[src/rtl/rr_arb4_pkg.sv]
// rr_arb4_pkg: definitions shared by the round-robin grant arbiter and its picker.
//   N_REQ    : number of requesters (fixed at 4)
//   IDX_W    : width of a requester index
//   state_e  : arbiter FSM states
//   onehot4  : converts a requester index into its one-hot grant code
package rr_arb4_pkg;

  localparam int N_REQ = 4;
  localparam int IDX_W = 2;

  typedef enum logic [0:0] {
    IDLE  = 1'b0,
    GRANT = 1'b1
  } state_e;

  function automatic logic [N_REQ-1:0] onehot4(input logic [IDX_W-1:0] idx);
    return 4'b0001 << idx;
  endfunction

endpackage

[src/rtl/rr_pick4.sv]
// rr_pick4: combinational rotating-priority picker.
//   mask_i  [3:0] : candidate requesters
//   ptr_i   [1:0] : highest-priority position; search runs ptr, ptr+1, ... mod 4
//   found_o       : at least one candidate is set
//   idx_o   [1:0] : first set candidate in cyclic order from ptr_i
module rr_pick4
  import rr_arb4_pkg::*;
(
  input  logic [N_REQ-1:0] mask,
  input  logic [IDX_W-1:0] ptr,
  output logic             found,
  output logic [IDX_W-1:0] idx
);

  // Rotate the mask so that bit 0 is the requester at ptr; a plain
  // lowest-bit search on the rotated view then gives cyclic priority.
  logic [N_REQ-1:0] rot_mask;

  for (genvar gi = 0; gi < N_REQ; gi++) begin : g_rot
    assign rot_mask[gi] = mask[ptr + IDX_W'(gi)];
  end

  logic [IDX_W-1:0] offset;

  always_comb begin
    offset = '0;
    // Descending scan so the smallest set offset is the one that sticks.
    for (int i = N_REQ - 1; i >= 0; i--) begin
      if (rot_mask[i]) begin
        offset = IDX_W'(i);
      end
    end
  end

  assign found = |rot_mask;
  assign idx   = ptr + offset;

endmodule

[src/rtl/rr_arb4_grant.sv]
// rr_arb4_grant: four-requester round-robin arbiter with hold-time limit.
// Produces a registered one-hot grant that feeds a 4-to-2 encoder.
//   MAX_HOLD      : max consecutive grant cycles while others wait (1..255)
//   clk           : clock, rising edge
//   rst_n         : synchronous active-low reset
//   req     [3:0] : request lines
//   gnt     [3:0] : registered one-hot grant, or zero
//   gnt_vld       : registered, equals |gnt (encoder enable)
//   gnt_new       : registered one-cycle pulse on the first cycle of each grant
module rr_arb4_grant
  import rr_arb4_pkg::*;
#(
  parameter int MAX_HOLD = 8
) (
  input  logic             clk,
  input  logic             rst_n,
  input  logic [N_REQ-1:0] req,
  output logic [N_REQ-1:0] gnt,
  output logic             gnt_vld,
  output logic             gnt_new
);

  localparam int           CNT_W = $clog2(MAX_HOLD + 1);
  localparam logic [CNT_W-1:0] MAX_C = CNT_W'(MAX_HOLD);

  state_e           state_q;
  logic [IDX_W-1:0] ptr_q;
  logic [IDX_W-1:0] own_q;
  logic [CNT_W-1:0] cnt_q;
  logic [N_REQ-1:0] gnt_q;
  logic             vld_q;
  logic             new_q;

  // Picker inputs. In GRANT the search always starts just past the owner,
  // which is exactly the pointer value a release/preempt would install;
  // in the hold case the pick result is simply ignored.
  logic [N_REQ-1:0] pick_mask_d;
  logic [IDX_W-1:0] pick_ptr_d;
  logic             pick_found;
  logic [IDX_W-1:0] pick_idx;

  always_comb begin
    pick_mask_d = req;
    pick_ptr_d  = ptr_q;
    if (state_q == GRANT) begin
      pick_mask_d = req & ~onehot4(own_q);
      pick_ptr_d  = own_q + 2'd1;
    end
  end

  rr_pick4 u_pick (
    .mask  (pick_mask_d),
    .ptr   (pick_ptr_d),
    .found (pick_found),
    .idx   (pick_idx)
  );

  always_ff @(posedge clk) begin
    if (!rst_n) begin
      state_q <= IDLE;
      ptr_q   <= '0;
      own_q   <= '0;
      cnt_q   <= '0;
      gnt_q   <= '0;
      vld_q   <= 1'b0;
      new_q   <= 1'b0;
    end else begin
      case (state_q)
        IDLE: begin
          new_q <= 1'b0;
          if (pick_found) begin
            gnt_q   <= onehot4(pick_idx);
            vld_q   <= 1'b1;
            new_q   <= 1'b1;
            own_q   <= pick_idx;
            cnt_q   <= CNT_W'(1);
            state_q <= GRANT;
          end
        end
        GRANT: begin
          if (req[own_q] && ((cnt_q < MAX_C) || !pick_found)) begin
            // Hold: counter saturates so an uncontended owner keeps the grant.
            new_q <= 1'b0;
            if (cnt_q < MAX_C) begin
              cnt_q <= cnt_q + CNT_W'(1);
            end
          end else begin
            // Release or preempt: both rotate the pointer past the owner.
            ptr_q <= own_q + 2'd1;
            if (pick_found) begin
              gnt_q <= onehot4(pick_idx);
              vld_q <= 1'b1;
              new_q <= 1'b1;
              own_q <= pick_idx;
              cnt_q <= CNT_W'(1);
            end else begin
              gnt_q   <= '0;
              vld_q   <= 1'b0;
              new_q   <= 1'b0;
              cnt_q   <= '0;
              state_q <= IDLE;
            end
          end
        end
        default: state_q <= IDLE;
      endcase
    end
  end

  assign gnt     = gnt_q;
  assign gnt_vld = vld_q;
  assign gnt_new = new_q;

endmodule

[config.mk]
export PLATFORM = sky130hd
export DESIGN_NAME = rr_arb4_grant
export DESIGN_NICKNAME = d
export VERILOG_FILES = /design/src/rtl/rr_arb4_pkg.sv /design/src/rtl/rr_pick4.sv /design/src/rtl/rr_arb4_grant.sv
export SDC_FILE = /design/constraint.sdc
export NUM_CORES = 1
export LEC_CHECK = 0
export BUFFER_PORTS_ARGS = -buffer_cell sky130_fd_sc_hd__buf_2
export CAP_MARGIN = 20
export CORE_MARGIN = 5
export CORE_UTILIZATION = 55
export DETAILED_ROUTE_END_ITERATION = 16
export PLACE_DENSITY = 0.8
export SLEW_MARGIN = 20
export SYNTH_ARGS = -nofsm -noshare
export SYNTH_HDL_FRONTEND = slang
export SYNTH_HIERARCHICAL = 1
export SYNTH_SLANG_ARGS = --single-unit
[constraint.sdc]
create_clock -name clk -period 3.6 [get_ports clk]
set_clock_uncertainty 0.15 [all_clocks]
set_input_delay 0.36 -clock clk [delete_from_list [all_inputs] [get_ports clk]]
set_output_delay 0.36 -clock clk [all_outputs]
set_load 0.01 [all_outputs]
==> summary.md <==
| Metric | Value |
|---|---|
| Tmin final | `3.04 ns` |
| Met3 Use GR | `0.0320` |
| Grt met1 use | `0.228` |
| First-pass GRT wire length | `3370 um` |
| Final wirelength | `1880 um` |
| Endpoints failing hold | `0` |
| CTS Sinks | `15` |
| Fmax | `0.329 GHz` |
| Worst setup path class | `reg -> reg` |
| CTS tree | `done` |
| Utilization after layout | `0.648` |
| Setup TNS | `0 ns` |
| Max Cap Viol | `0` |
| Die Wd | `51.1 um` |
| DR WL/cell | `14.0 um` |
| Mapped cell area | `931 um^2` |
| Place WS | `0.590 ns` |
| Post-DRT Antenna Nets | `0` |
| Total Die Area | `2620 um^2` |
| TritonCTS Buffers | `3` |
| Sequential element share of the synthesized area | `0.323` |
| Tightest Hold Check Type | `in -> reg` |
| Post-CTS Hold Buffers | `0` |
| #FFs+latches synth | `15` |
| Syn Inst Count | `107` |
| CTS resizes | `0` |
| WP data arrival | `3.06 ns` |
| Final setup fails | `0` |
| VDD IR max | `0.499 mV` |
| Min Hold Slack | `0.225 ns` |
| Syn avg cell area | `8.70 um^2` |
| Pre-antenna DRT Iters | `4` |
| Syn-to-layout area delta | `8.47%` |
| Clk buf depth | `2` |
| Outcome | `finished clean` |
| Global route hottest layer | `met2` |
| Cell Pwr Density | `661 nW/um^2` |
| Flop-to-flop setup slack | `0.56 ns` |
| Top cells by area, synth | `dfxtp_1 (32%), ha_1 (8.1%), nand2_1 (4.4%)` |
| Tot Pwr | `0.667 mW` |
| Slew headroom | `0.572` |
| Initial Util | `0.597` |
| Worst hold stages | `3` |
| Unique masters post-synth | `40` |
| RSZ-0062 raised after global routing | `false` |
| Vias in the first global route | `760` |
| Post-synth top area cell | `dfxtp_1` |
| Root Buffer | `clkbuf_4` |
| Post-CTS setup repair buffer count | `0` |
| Core Rows | `14` |
| Antenna cells | `0` |
| Worst setup EP type | `flip-flop` |
| Height of the die | `51.1 um` |
| Startpoint Class | `flip-flop` |
| Grt met2 use | `0.264` |
| Final Wtd Congestion | `0.806` |
| Period utilisation layout | `0.844` |
| Syn Nets | `119` |
| Drt drc | `0` |
| Synth top area share | `0.323` |
| Critical Path Fanout Max | `8` |
| Hpwl dp | `1400 um` |
| Top_reg_cell synth | `dfxtp_1` |
| Tot GR Track Use | `0.166` |
| Vias post-DR | `815` |
| Ys async rst share | `0` |
| Setup ws final | `0.563 ns` |
| Final nets | `131` |
| Leakage Power | `0.418 nW` |
| Number of enable flip-flop cells after synthesis | `0` |
| Worst-Skew Late Latency | `0.29 ns` |
| CP required | `3.62 ns` |
| Ports | `12` |
| Max Slew Vio Count | `0` |
| Worst-Margin Slew | `0.637 ns` |
| Port Buffers | `11` |
| Synth warn | `6` |
| H-tree levels | `1` |
| Reg clk slew, reported paths | `0.10 ns` |
| Number of DRC markers in iteration 0 | `16` |
| GRT overflow | `0` |
| Via/cell ratio | `6.08` |
| Worst R2R Path Depth | `12` |
| Core region area | `1560 um^2` |
| Initial antenna violation count | `0` |
| Share of cells above drive strength 1 | `0.195` |
| Largest net degree at the start of global routing | `16` |
## cells in the mapped netlist (2+ instances only)
cell / count
inv_1: 7
clkbuf_1: 2
nand2_1: 11
o21ai_0: 2
ha_1: 6
o22ai_1: 2
o21a_1: 2
o2bb2ai_1: 2
xnor2_1: 3
a21oi_1: 5
nor2b_1: 3
nor2_1: 10
a22oi_1: 2
a21boi_0: 4
a32o_1: 4
nand3_1: 4
dfxtp_1: 15
## metrics by stage
| step | std cells | cell area, um^2 |
|---|---|---|
| after CTS | 134 | 1010 |
| after floorplan | 107 | 931 |
| after global placement | 130 | 982 |
| final | 134 | 1010 |
| after detailed placement | 130 | 982 |
| after global routing | 134 | 1010 |
## sequential cells by signal, indices dropped and copies added (netlist names)
register	cells
cnt_q	4
gnt	4
own_q	2
ptr_q	2
gnt_new	1
gnt_vld	1
state_q	1
## logic make-up after synthesis
kind of cell	Yosys count	synth area share
XOR/XNOR	3	0.0282
AO/OA/AOI/OAI	34	0.282
AND/OR/NAND/NOR	33	0.161
flip-flops	15	0.323
buffers and inverters	12	0.0618
multiplexers	4	0.0632
adder cells (fa/ha/maj)	6	0.0806
## metal layers
layer / share of wire / vias to the layer above / wire length, um
met5: 0 / - / 0
met4: 0.0085 / 0 / 16
met3: 0.068 / 2 / 127
met2: 0.44 / 30 / 832
met1: 0.48 / 376 / 903
li1: - / 407 / -
## area by class of cell
| cell class | instances | area [um^2] |
|---|---|---|
| sequential | 15 | 300 |
| clock inverter | 1 | 5.00 |
| multi-input combinational | 80 | 573 |
| timing repair buffer | 12 | 62.6 |
| tap | 16 | 20.0 |
| inverter | 7 | 26.3 |
| fill | 137 | 549 |
| clock buffer | 3 | 22.5 |
## power breakdown
part           switching, mW  internal (mW)
sequential            0.0371          0.206
clock                 0.0548         0.0412
combinational          0.180          0.148
total                  0.272          0.395
## worst paths after layout
path	from	endpoint
worst max-delay path	own_q[0]$_SDFFE_PN0P_	gnt[0]$_SDFFE_PN0P_
worst min-delay path	rst_n	gnt_vld$_SDFFE_PN0P_
worst max register to register	own_q[0]$_SDFFE_PN0P_	gnt[0]$_SDFFE_PN0P_
worst min register to register	gnt_vld$_SDFFE_PN0P_	gnt_vld$_SDFFE_PN0P_
## layout by cell type (no fill, tap or decap), drive strengths merged, types with 2 or more instances in the layout
cell / netlist / final
dfxtp: 15 / 15
o21ai: 2 / 2
nor2b: 3 / 3
a32o: 4 / 4
o21a: 2 / 2
a21oi: 6 / 6
nand2: 11 / 11
buf: 3 / 12
inv: 7 / 7
nand3: 4 / 4
nor2: 10 / 10
a22oi: 2 / 2
o22ai: 2 / 2
xnor2: 3 / 3
clkbuf: 2 / 3
a21boi: 5 / 5
ha: 6 / 6
mux2: 2 / 2
o2bb2ai: 2 / 2
## critical path, cell delays in order, from the launching register on
cell	delay [ns]
dfxtp_1	0.51
inv_1	0.11
ha_1	0.22
a21boi_0	0.47
nor2b_1	0.13
a21oi_1	0.14
o2bb2ai_1	0.09
o21a_1	0.17
ha_1	0.18
xnor2_1	0.13
xnor2_1	0.30
inv_1	0.10
a32o_1	0.23
No activity file was read; power rests on OpenSTA's default activity.
